[config.mk]
export PLATFORM = sky130hd
export DESIGN_NAME = lsu_mem_port
export DESIGN_NICKNAME = d
export VERILOG_FILES = /design/src/rtl/lsu_mem_port.sv
export SDC_FILE = /design/constraint.sdc
export NUM_CORES = 1
export LEC_CHECK = 0
export ABC_CLOCK_PERIOD_IN_PS = 4800
export CAP_MARGIN = 20
export CORE_MARGIN = 2
export CORE_UTILIZATION = 44
export CTS_CLUSTER_SIZE = 12
export DETAILED_ROUTE_END_ITERATION = 8
export PLACE_DENSITY_LB_ADDON = 0.12
export SYNTH_ARGS = -nofsm -noshare
export SYNTH_HDL_FRONTEND = slang
export SYNTH_SLANG_ARGS = --single-unit
[constraint.sdc]
create_clock -name clk -period 4.8 [get_ports clk]
set_input_delay 0.48 -clock clk [delete_from_list [all_inputs] [get_ports clk]]
set_output_delay 0.48 -clock clk [all_outputs]
set_load 0.05 [all_outputs]
[src/rtl/lsu_mem_port.sv]
// Memory-side initiator: one load/store at a time, sub-word stores via read-modify-write,
// single-cycle tagged response with misaligned/illegal/timeout exception reporting.
module lsu_mem_port #(
  parameter int TAG_WIDTH = 6,
  parameter int TIMEOUT   = 8
) (
  input  logic                 clk,
  input  logic                 rst,
  input  logic                 flush,
  input  logic                 req_valid,
  output logic                 req_ready,
  input  logic                 req_is_store,
  input  logic [2:0]           req_funct3,
  input  logic [31:0]          req_addr,
  input  logic [31:0]          req_wdata,
  input  logic [TAG_WIDTH-1:0] req_tag,
  output logic                 resp_valid,
  output logic [TAG_WIDTH-1:0] resp_tag,
  output logic                 resp_is_store,
  output logic [31:0]          resp_data,
  output logic [1:0]           resp_exc,
  output logic [31:0]          mem_raddr,
  output logic [31:0]          mem_waddr,
  output logic [31:0]          mem_wdata,
  output logic [2:0]           mem_funct3,
  output logic                 mem_read_en,
  output logic                 mem_write_en,
  input  logic [31:0]          mem_rdata,
  input  logic                 mem_rdata_valid
);

  localparam logic [2:0] F3_LW = 3'b010;
  localparam int CW = (TIMEOUT < 2) ? 1 : $clog2(TIMEOUT);

  typedef enum logic [2:0] {
    S_IDLE, S_LD_REQ, S_LD_WAIT, S_RMW_REQ, S_RMW_WAIT, S_ST_WR, S_RESP
  } state_t;

  state_t                 state_q, state_d;
  logic [2:0]             funct3_q, funct3_d;
  logic [31:0]            addr_q, addr_d;
  logic [31:0]            word_q, word_d;
  logic [TAG_WIDTH-1:0]   tag_q, tag_d;
  logic                   is_store_q, is_store_d;
  logic [31:0]            data_q, data_d;
  logic [1:0]             exc_q, exc_d;
  logic [CW-1:0]          cnt_q, cnt_d;

  logic                   accept;
  logic                   illegal;
  logic                   misaligned;
  logic                   timed_out;
  logic [31:0]            merged;

  always_comb begin
    illegal    = req_is_store ? (req_funct3 > F3_LW)
                              : (req_funct3 == 3'b011 || req_funct3[2:1] == 2'b11);
    misaligned = (req_funct3[1:0] == 2'b01 && req_addr[0]) ||
                 (req_funct3[1:0] == 2'b10 && req_addr[1:0] != 2'b00);
  end

  assign req_ready = (state_q == S_IDLE) && !flush && !rst;
  assign accept    = req_valid && req_ready;
  assign timed_out = (cnt_q == CW'(TIMEOUT - 1));

  // Byte or halfword lane of the fetched word replaced with the pending store data.
  always_comb begin
    merged = mem_rdata;
    if (funct3_q[0]) merged[{addr_q[1], 4'b0000} +: 16] = word_q[15:0];
    else             merged[{addr_q[1:0], 3'b000} +: 8] = word_q[7:0];
  end

  always_comb begin
    state_d      = state_q;
    funct3_d     = funct3_q;
    addr_d       = addr_q;
    word_d       = word_q;
    tag_d        = tag_q;
    is_store_d   = is_store_q;
    data_d       = data_q;
    exc_d        = exc_q;
    cnt_d        = cnt_q;
    mem_raddr    = 32'd0;
    mem_waddr    = 32'd0;
    mem_wdata    = 32'd0;
    mem_funct3   = 3'd0;
    mem_read_en  = 1'b0;
    mem_write_en = 1'b0;
    case (state_q)
      S_IDLE: begin
        if (accept) begin
          funct3_d   = req_funct3;
          addr_d     = req_addr;
          word_d     = req_wdata;
          tag_d      = req_tag;
          is_store_d = req_is_store;
          data_d     = 32'd0;
          exc_d      = illegal ? 2'd2 : (misaligned ? 2'd1 : 2'd0);
          if (illegal || misaligned) state_d = S_RESP;
          else if (!req_is_store)    state_d = S_LD_REQ;
          else if (req_funct3 == F3_LW) state_d = S_ST_WR;
          else                       state_d = S_RMW_REQ;
        end
      end
      S_LD_REQ: begin
        mem_read_en = !flush;
        mem_raddr   = addr_q;
        mem_funct3  = funct3_q;
        cnt_d       = '0;
        state_d     = flush ? S_IDLE : S_LD_WAIT;
      end
      S_LD_WAIT: begin
        if (flush) begin
          state_d = S_IDLE;
        end else if (mem_rdata_valid) begin
          data_d  = mem_rdata;
          state_d = S_RESP;
        end else if (timed_out) begin
          exc_d   = 2'd3;
          state_d = S_RESP;
        end else begin
          cnt_d = cnt_q + CW'(1);
        end
      end
      S_RMW_REQ: begin
        mem_read_en = 1'b1;
        mem_raddr   = {addr_q[31:2], 2'b00};
        mem_funct3  = F3_LW;
        cnt_d       = '0;
        state_d     = S_RMW_WAIT;
      end
      S_RMW_WAIT: begin
        if (mem_rdata_valid) begin
          word_d  = merged;
          state_d = S_ST_WR;
        end else if (timed_out) begin
          exc_d   = 2'd3;
          state_d = S_RESP;
        end else begin
          cnt_d = cnt_q + CW'(1);
        end
      end
      S_ST_WR: begin
        mem_write_en = 1'b1;
        mem_waddr    = {2'b00, addr_q[31:2]};
        mem_wdata    = word_q;
        state_d      = S_RESP;
      end
      S_RESP:  state_d = S_IDLE;
      default: state_d = S_IDLE;
    endcase
  end

  // Stores are already committed, so only a load response can be squashed by flush.
  assign resp_valid    = (state_q == S_RESP) && !(flush && !is_store_q);
  assign resp_tag      = tag_q;
  assign resp_is_store = is_store_q;
  assign resp_data     = data_q;
  assign resp_exc      = exc_q;

  always_ff @(posedge clk or posedge rst) begin
    if (rst) begin
      state_q    <= S_IDLE;
      funct3_q   <= 3'd0;
      addr_q     <= 32'd0;
      word_q     <= 32'd0;
      tag_q      <= '0;
      is_store_q <= 1'b0;
      data_q     <= 32'd0;
      exc_q      <= 2'd0;
      cnt_q      <= '0;
    end else begin
      state_q    <= state_d;
      funct3_q   <= funct3_d;
      addr_q     <= addr_d;
      word_q     <= word_d;
      tag_q      <= tag_d;
      is_store_q <= is_store_d;
      data_q     <= data_d;
      exc_q      <= exc_d;
      cnt_q      <= cnt_d;
    end
  end

endmodule

# [Word level (Yosys, flattened, before mapping)]
# Cells that the tools add are included.
[classes] n_lt_le_gt_ge=1 n_addsub=3 n_eq_ne=16 mux=38 reduce_logical=26 shifts=4
[op_table] cell="32-bit two-way mux" count=7
[op_table] cell="32-bit case mux with 2 select lines" count=3
[op_table] cell="32-bit bitwise mux" count=2
[op_table] cell="3-bit two-way mux" count=11
[op_table] cell="16-bit by 7-bit variable shift with 32-bit output, first input constant" count=1
[op_table] cell="8-bit by 7-bit variable shift with 32-bit output, first input constant" count=1
[op_table] cell="16-bit by 7-bit variable part select with 32-bit output" count=1
[op_table] cell="8-bit by 7-bit variable part select with 32-bit output" count=1
[op_table] cell="30-bit two-way mux" count=1
[op_table] cell="3-bit case mux with 6 select lines" count=1
[op_table] cell="5-bit negator with 7-bit output" count=2
[op_table] cell="3-bit by 2-bit equality test with 1-bit output, second input constant" count=4
[op_table] cell="3-bit equality test, second input constant" count=4
[op_table] cell="2-bit two-way mux" count=6
[op_table] cell="3-bit case mux with 3 select lines" count=1
[op_table] cell="2-bit inequality test, second input constant" count=4
[op_table] cell="1-bit logical AND" count=7
[op_table] cell="2-bit case mux with 3 select lines" count=1
[op_table] cell="3-bit case mux with 2 select lines" count=1
[op_table] cell="3-bit AND reduction" count=2
[op_table] cell="2-bit nonzero test" count=3
[op_table] cell="3-bit nonzero test" count=2
[op_table] cell="2-bit equality test, second input constant" count=2
[op_table] cell="1-bit logical NOT" count=4
[op_table] cell="11 further kinds" count=16
[word_totals] in_bits=111 output_inout_bits=144 elab_cells=97 reg_bits=114

# [Longest topological paths before layout]
# Gate-level depths: netlist of run 1.
[depth] ltp_word=7 mapped_depth=9

# [Worst setup path after synthesis of run 1]
# No wires, ideal clock.
[synth_timing] path_type="input port to output port" start="in flush" end="out resp_valid" stages=3 t_required_ps=4320 arrival_ps=2399 path_slack_ps=1921 n_path_buf=1 cell_sequence="clkbuf_2 -> nor2b_1 -> nor4b_1"
[synth_via] elab_chain_len=3
[synth_lines] element="start, declared" line_no="9" rtl="input logic flush,"
[synth_lines] element="1-bit logical AND" line_no="155" rtl="assign resp_valid = (state_q == S_RESP) && !(flush && !is_store_q);"
[synth_lines] element="1-bit logical NOT" line_no="155"
[synth_lines] element="1-bit logical AND" line_no="155"
[synth_lines] element="end, declared" line_no="17" rtl="output logic resp_valid,"
# No other way between the ends.

# [Worst setup path in the final report of run 1]
[layout_timing] start="reg state_q[1]" end="out mem_wdata[30]"
[layout_via] elab_chain_len=2
[layout_lines] element="start, declared" line_no="39" rtl="state_t state_q, state_d;"
[layout_lines] element="start signal, assigned" line_no="173" rtl="state_q <= state_d;"
[layout_lines] element="3-bit equality test" line_no="89" rtl="case (state_q)"
[layout_lines] element="32-bit two-way mux" line_no="89"
[layout_lines] element="end, declared" line_no="24" rtl="output logic [31:0] mem_wdata,"
# No other way between the ends.

==> results of run 1 <==
[flip-flops by register name, indices dropped and copies added (netlist names)]
register and count:
addr_q 32, resp_exc 2, cnt_q 3, word_q 32, resp_tag 6, funct3_q 3, state_q 3, resp_is_store 1
resp_data 32
[metal layers]
metal / up-vias / track usage, % / part of all wire (%)
met5: - / 0 / 0
met4: 0 / 11.01 / 2.6
met3: 46 / 8.118 / 9.8
met2: 321 / 45.09 / 49
met1: 2886 / 32.14 / 38
li1: 2899 / - / -
[worst paths after layout]
kind	slack, ns	end	depth (start not counted)
worst max-delay path	1.19	mem_wdata[30]	4
worst min-delay path	0.48	resp_data[1]$_DFFE_PP0P_	2
worst max register to register	1.74	word_q[9]$_DFFE_PP0P_	6
worst min register to register	0.48	resp_data[1]$_DFFE_PP0P_	2
max in group asynchronous	3.35	addr_q[13]$_DFFE_PP0P_	3
min in group asynchronous	0.49	word_q[20]$_DFFE_PP0P_	2
[cell usage in the layout (no fill, tap or decap), drive strengths merged, types with 9 or more instances in the layout]
cell type / instances
a21oi: 31
a221oi: 15
a22o: 17
and2: 96
buf: 11
clkbuf: 25
clkdlybuf4s50: 252
dfrtp: 114
inv: 9
mux2: 28
nand2: 190
nor2: 36
o21ai: 58
[critical path: stages (launching register included)]
cell,delay [ns]
dfrtp_1,0.58
inv_1,0.21
and3_2,0.82
and2_1,0.28
clkdlybuf4s50_1,0.82
[cell usage after synthesis, types with 3 or more instances]
cell type  number
nor4_1          3
buf_2          17
nand2b_1        5
ha_1            7
nor2b_1         7
a221oi_1       15
inv_1           9
o31ai_1         5
o21ai_0        55
nor2_1         35
nor3_1          5
a21oi_1        31
a221o_1         7
nand2_1       190
mux2i_1         3
dfrtp_1       114
and2_1         95
buf_6           3
clkbuf_1       24
a22o_1         17
mux2_2         28
buf_4           3
[power by group through the flow]
stage          logic, mW  clock network, mW  registers, mW
3_5_place_dp        2.97                  0           1.77
3_3_place_gp        2.90                  0           1.75
4_1_cts             2.98               1.22           1.77
6_report            2.99               1.20           1.78
5_1_grt             3.21               1.27           1.83
2_1_floorplan       1.91                  0           1.87
[per-stage QoR]
step	hold WS [ns]	util, %	std cells	worst slack [ns]	area [um2]
after floorplan	0.4505	-	722	1.304	6282
after global placement	0.4574	63.64	1112	1.698	8869
after detailed placement	0.4723	63.64	1112	1.617	8869
after CTS	0.4833	67.70	1142	1.176	9434
after global routing	0.4991	67.82	1144	1.022	9450
final	0.4755	67.82	1144	1.195	9450
[logic make-up after synthesis]
group	Yosys count	synth area share [%]
mux	31	5.500
buf+inv	60	4.504
compound gates	151	15.68
flops	114	45.44
other cells	1	0.05973
simple gates	357	27.42
fa+ha+maj	7	1.395
[cell type report]
class | count | share of cell area [%]
clock buffer | 25 | 5.455
clock inverter | 5 | 0.5296
inverter | 9 | 0.3840
multi-input combinational | 548 | 33.48
tap | 180 | 2.383
sequential | 114 | 30.19
timing repair buffer | 263 | 27.58
==> impl_metrics.ini, run 1 <==
[placement]
dp_hpwl_um = 14860
place.port_buffers = 252
gp_congestion = 0.9135

[cts]
clk_pin_slew_ns = 0.05
clkLatencyLatePin_ns = 0.41
cts_sinks = 114
cts-buffers-inserted = 17
cts_tree = yes
ctsLongestPathBuffers = 2
root_buffer = clkbuf_16
ctsHoldBuffers = 0
htree_levels = 4
post_cts_buffers = 0
cts_resized = 0

[pwr]
power.switching_mw = 2.702
power_density_nw_per_um2 = 631.6
switching_share_pct = 45.27
ir_worst_vdd_v = 0.0004980
p_clk_share_pct = 20.1
p_total_mw = 5.969
pwr-share-comb_pct = 50.1
p_leak_nw = 3.995
p_seq_share_pct = 29.8
p_int_mw = 3.266

[die]
core_um2 = 13930
die_w_um = 123.5
rows = 43
die_y_um = 123.5
ios = 255
fp.dieArea_um2 = 15240
start_util_pct = 45.06

[grt]
antenna_found_initial = 0
track_usage_pct = 26.88
gr-total-overflow = 0
grt_max_degree = 65
grt_pass1_vias = 6073
grt_pass1_wl_um = 31220

[synthesis]
synth-edff-count = 0
ys_seq_area_share_pct = 45.44
synth_area_leader_cell = dfrtp_1
synth_cell_types = 53
avgSynthCellArea_um2 = 8.708
async_flop_share_pct = 100.0
ys.flop_type = dfrtp_1
syn-instance-count = 721
ys_ff_latch = 114
synth_top_area_share_pct = 45.44
yosysWarningCount = 0
mappedNetlistArea_um2 = 6279
synthTopCellsByArea = dfrtp_1, nand2_1, and2_1

[timing]
rsz0062_at_grt = no
timing.setup.tns_ns = 0
skew_ns = 0.007927
min_period_ns = 3.605
fin_crit_sh_pct = 75.11
clock.fmax_mhz = 277.4
slew_violations = 0
final_hold_viol_count = 0
setup_viol = 0
tightest_slew_ns = 0.9186
max-slew-margin-rel_pct = 38.76

[critical_path]
cp-start-kind = flop
crit_fanout = 63
crit_arrival_ns = 3.13
crit_path_start = state_q[1]$_DFFE_PP0N_
worstPathRequired_ns = 4.32
crit_type = flop to output port
end_kind = output port
r2r-start = addr_q[1]$_DFFE_PP0P_

[layout]
area_growth_syn_to_layout_pct = 50.52
fillers = 1121
post_route_cells_drive_above_1_share_pct = 8.299
nNetsFinal = 1071
register_area_um2 = 2853
diodes = 0
multi_input_area_um2 = 3164

[run]
max_cap_violations = 0

[hold_path]
hold_start = resp_data[1]$_DFFE_PP0P_
hp-class = flop to flop

[routing]
drc = 0
wire_per_inst_um = 17.76
vias = 6152
ant_nets = 0
wl_um = 20320
initialDrtViolationCount = 547
vias_per_cell = 5.378
dr.pass1.iters = 8

[outcome]
status = finished, final reports clean
Note: power is estimated with default switching activity, not from simulation.
==> inputs of run 2 (changes only) <==
- ABC_CLOCK_PERIOD_IN_PS: 4800 -> 3100
- CORE_UTILIZATION: 44 -> 40
- clock period: 4.8 -> 3.1 ns (I/O delays scaled with it)
==> impl_metrics.ini, run 2 (synthesis results as in run 1) <==
[placement]
place.port_buffers = 252
gp_congestion = 0.8896
dp_hpwl_um = 15210

[grt]
grt_max_degree = 115
grt_pass1_vias = 6153
antenna_found_initial = 0
track_usage_pct = 25.49
grt_pass1_wl_um = 32900
gr-total-overflow = 0

[pwr]
p_leak_nw = 4.296
p_clk_share_pct = 21.1
switching_share_pct = 44.96
power.switching_mw = 4.281
ir_worst_vdd_v = 0.0004919
p_seq_share_pct = 27.9
power_density_nw_per_um2 = 979.8
p_int_mw = 5.242
pwr-share-comb_pct = 51.0

[critical_path]
cpMaxStageDelayCell = clkdlybuf4s50_1
end_kind = output port
r2r-start = state_q[1]$_DFFE_PP0N_
worstPathRequired_ns = 2.79
crit_type = flop to output port
cp_cell_sequence = inv_1, nor4b_1, clkdlybuf4s50_1
crit_arrival_ns = 2.57
r2r-end = word_q[0]$_DFFE_PP0P_
reg2reg_slack_ns = 0.65
crit_fanout = 19
cpPeakStageDelay_ns = 0.91
cp-start-kind = flop
rr_worst_depth = 4

[timing]
final_hold_viol_count = 0
rsz0062_at_grt = no
setup_viol = 0
fin_crit_sh_pct = 92.97
max-slew-margin-rel_pct = 44.51
slew_violations = 0
min_period_ns = 2.882
tightest_slew_ns = 0.8259
clock.fmax_mhz = 347.0
timing.setup.tns_ns = 0
holdWs_ns = 0.4195
skew_ns = 0.006303

[routing]
wire_per_inst_um = 17.84
vias = 6124
drc = 0
wl_um = 21050
ant_nets = 0
dr.pass1.iters = 7
vias_per_cell = 5.190
initialDrtViolationCount = 536

[cts]
post_cts_buffers = 0
cts_tree = yes
ctsLongestPathBuffers = 2
clk_pin_slew_ns = 0.05
ctsHoldBuffers = 0
htree_levels = 4
clkLatencyLatePin_ns = 0.41
root_buffer = clkbuf_16
cts-buffers-inserted = 17
cts_sinks = 114
cts_resized = 0

[hold_path]
holdPathStages = 3
hold_start = req_addr[12]
hp-class = input port to flop
min_to = addr_q[12]$_DFFE_PP0P_

[die]
start_util_pct = 41.15
fp.dieArea_um2 = 16710
core_um2 = 15260
die_w_um = 129.3
rows = 45
die_y_um = 129.3
ios = 255

[layout]
area_growth_syn_to_layout_pct = 54.80
most-common-layout-cells = nand2_1, clkdlybuf4s50_1, dfrtp_1, and2_1, buf_4
layout_commonest_cell = nand2_1
nNetsFinal = 1074
post_route_cells_drive_above_1_share_pct = 18.37
diodes = 0

[outcome]
status = finished, final reports clean

[run]
max_cap_violations = 0
==> run 2: cell types whose count changed in the layout (fill, tap and decap cells not counted), moves of 2 or more <==
cell,delta
clkdlybuf4s50_1,-93
buf_4,+66
buf_12,+32
clkbuf_8,-3
bufinv_16,+2
clkinvlp_4,+2
==> run 2: area by class of cell <==
type,count,area (um2)
Timing Repair Buffer,266,2795
Fill cell,1300,5539
Clock inverter,10,131.4
Inverter,9,37.54
Multi-Input combinational cell,548,3164
Tap cell,211,264.0
Sequential cell,114,2853
Clock buffer,22,474.2
==> run 2: worst max-delay path: cells and delay by family, from the launching register on <==
family	cells	cell delay, ns
buffers and inverters	2	1.09
AND/OR/NAND/NOR	1	0.35
flip-flops	1	0.72
==> run 2: metrics by stage <==
step	setup slack, ns	utilization (%)	instance area (um2)	power [mW]	cells
floorplan	0.4096	-	6286	5.859	722
global placement	0.4597	59.73	9114	7.370	1148
detailed placement	0.3973	59.73	9114	7.509	1148
CTS	0.2247	63.70	9719	9.560	1180
global route	0.09434	63.70	9719	10.06	1180
finish	0.2179	63.70	9719	9.523	1180
==> run 2: worst max path at each step <==
stage,to,start,cells past startpoint
global placement,word_q[2]$_DFFE_PP0P_,flush,5
finish,resp_valid,state_q[1]$_DFFE_PP0N_,3
CTS,resp_valid,state_q[1]$_DFFE_PP0N_,3
floorplan,req_ready,state_q[0]$_DFFE_PP0N_,4
global route,resp_valid,state_q[1]$_DFFE_PP0N_,3
detailed placement,word_q[3]$_DFFE_PP0P_,flush,5
==> run 2: power by group through the flow <==
stage | logic [mW] | clock network [mW] | registers (mW)
floorplan | 2.96 | 0 | 2.90
global placement | 4.73 | 0 | 2.64
detailed placement | 4.85 | 0 | 2.66
CTS | 4.87 | 2.04 | 2.65
global route | 5.22 | 2.10 | 2.73
finish | 4.86 | 2.01 | 2.66
==> run 2: per-layer routing <==
layer,up-vias,GRT usage (%),part of all wire [%]
met5,-,0,0
met4,0,10.29,2.6
met3,43,8.960,10
met2,316,42.48,49
met1,2864,30.13,38
li1,2901,-,-
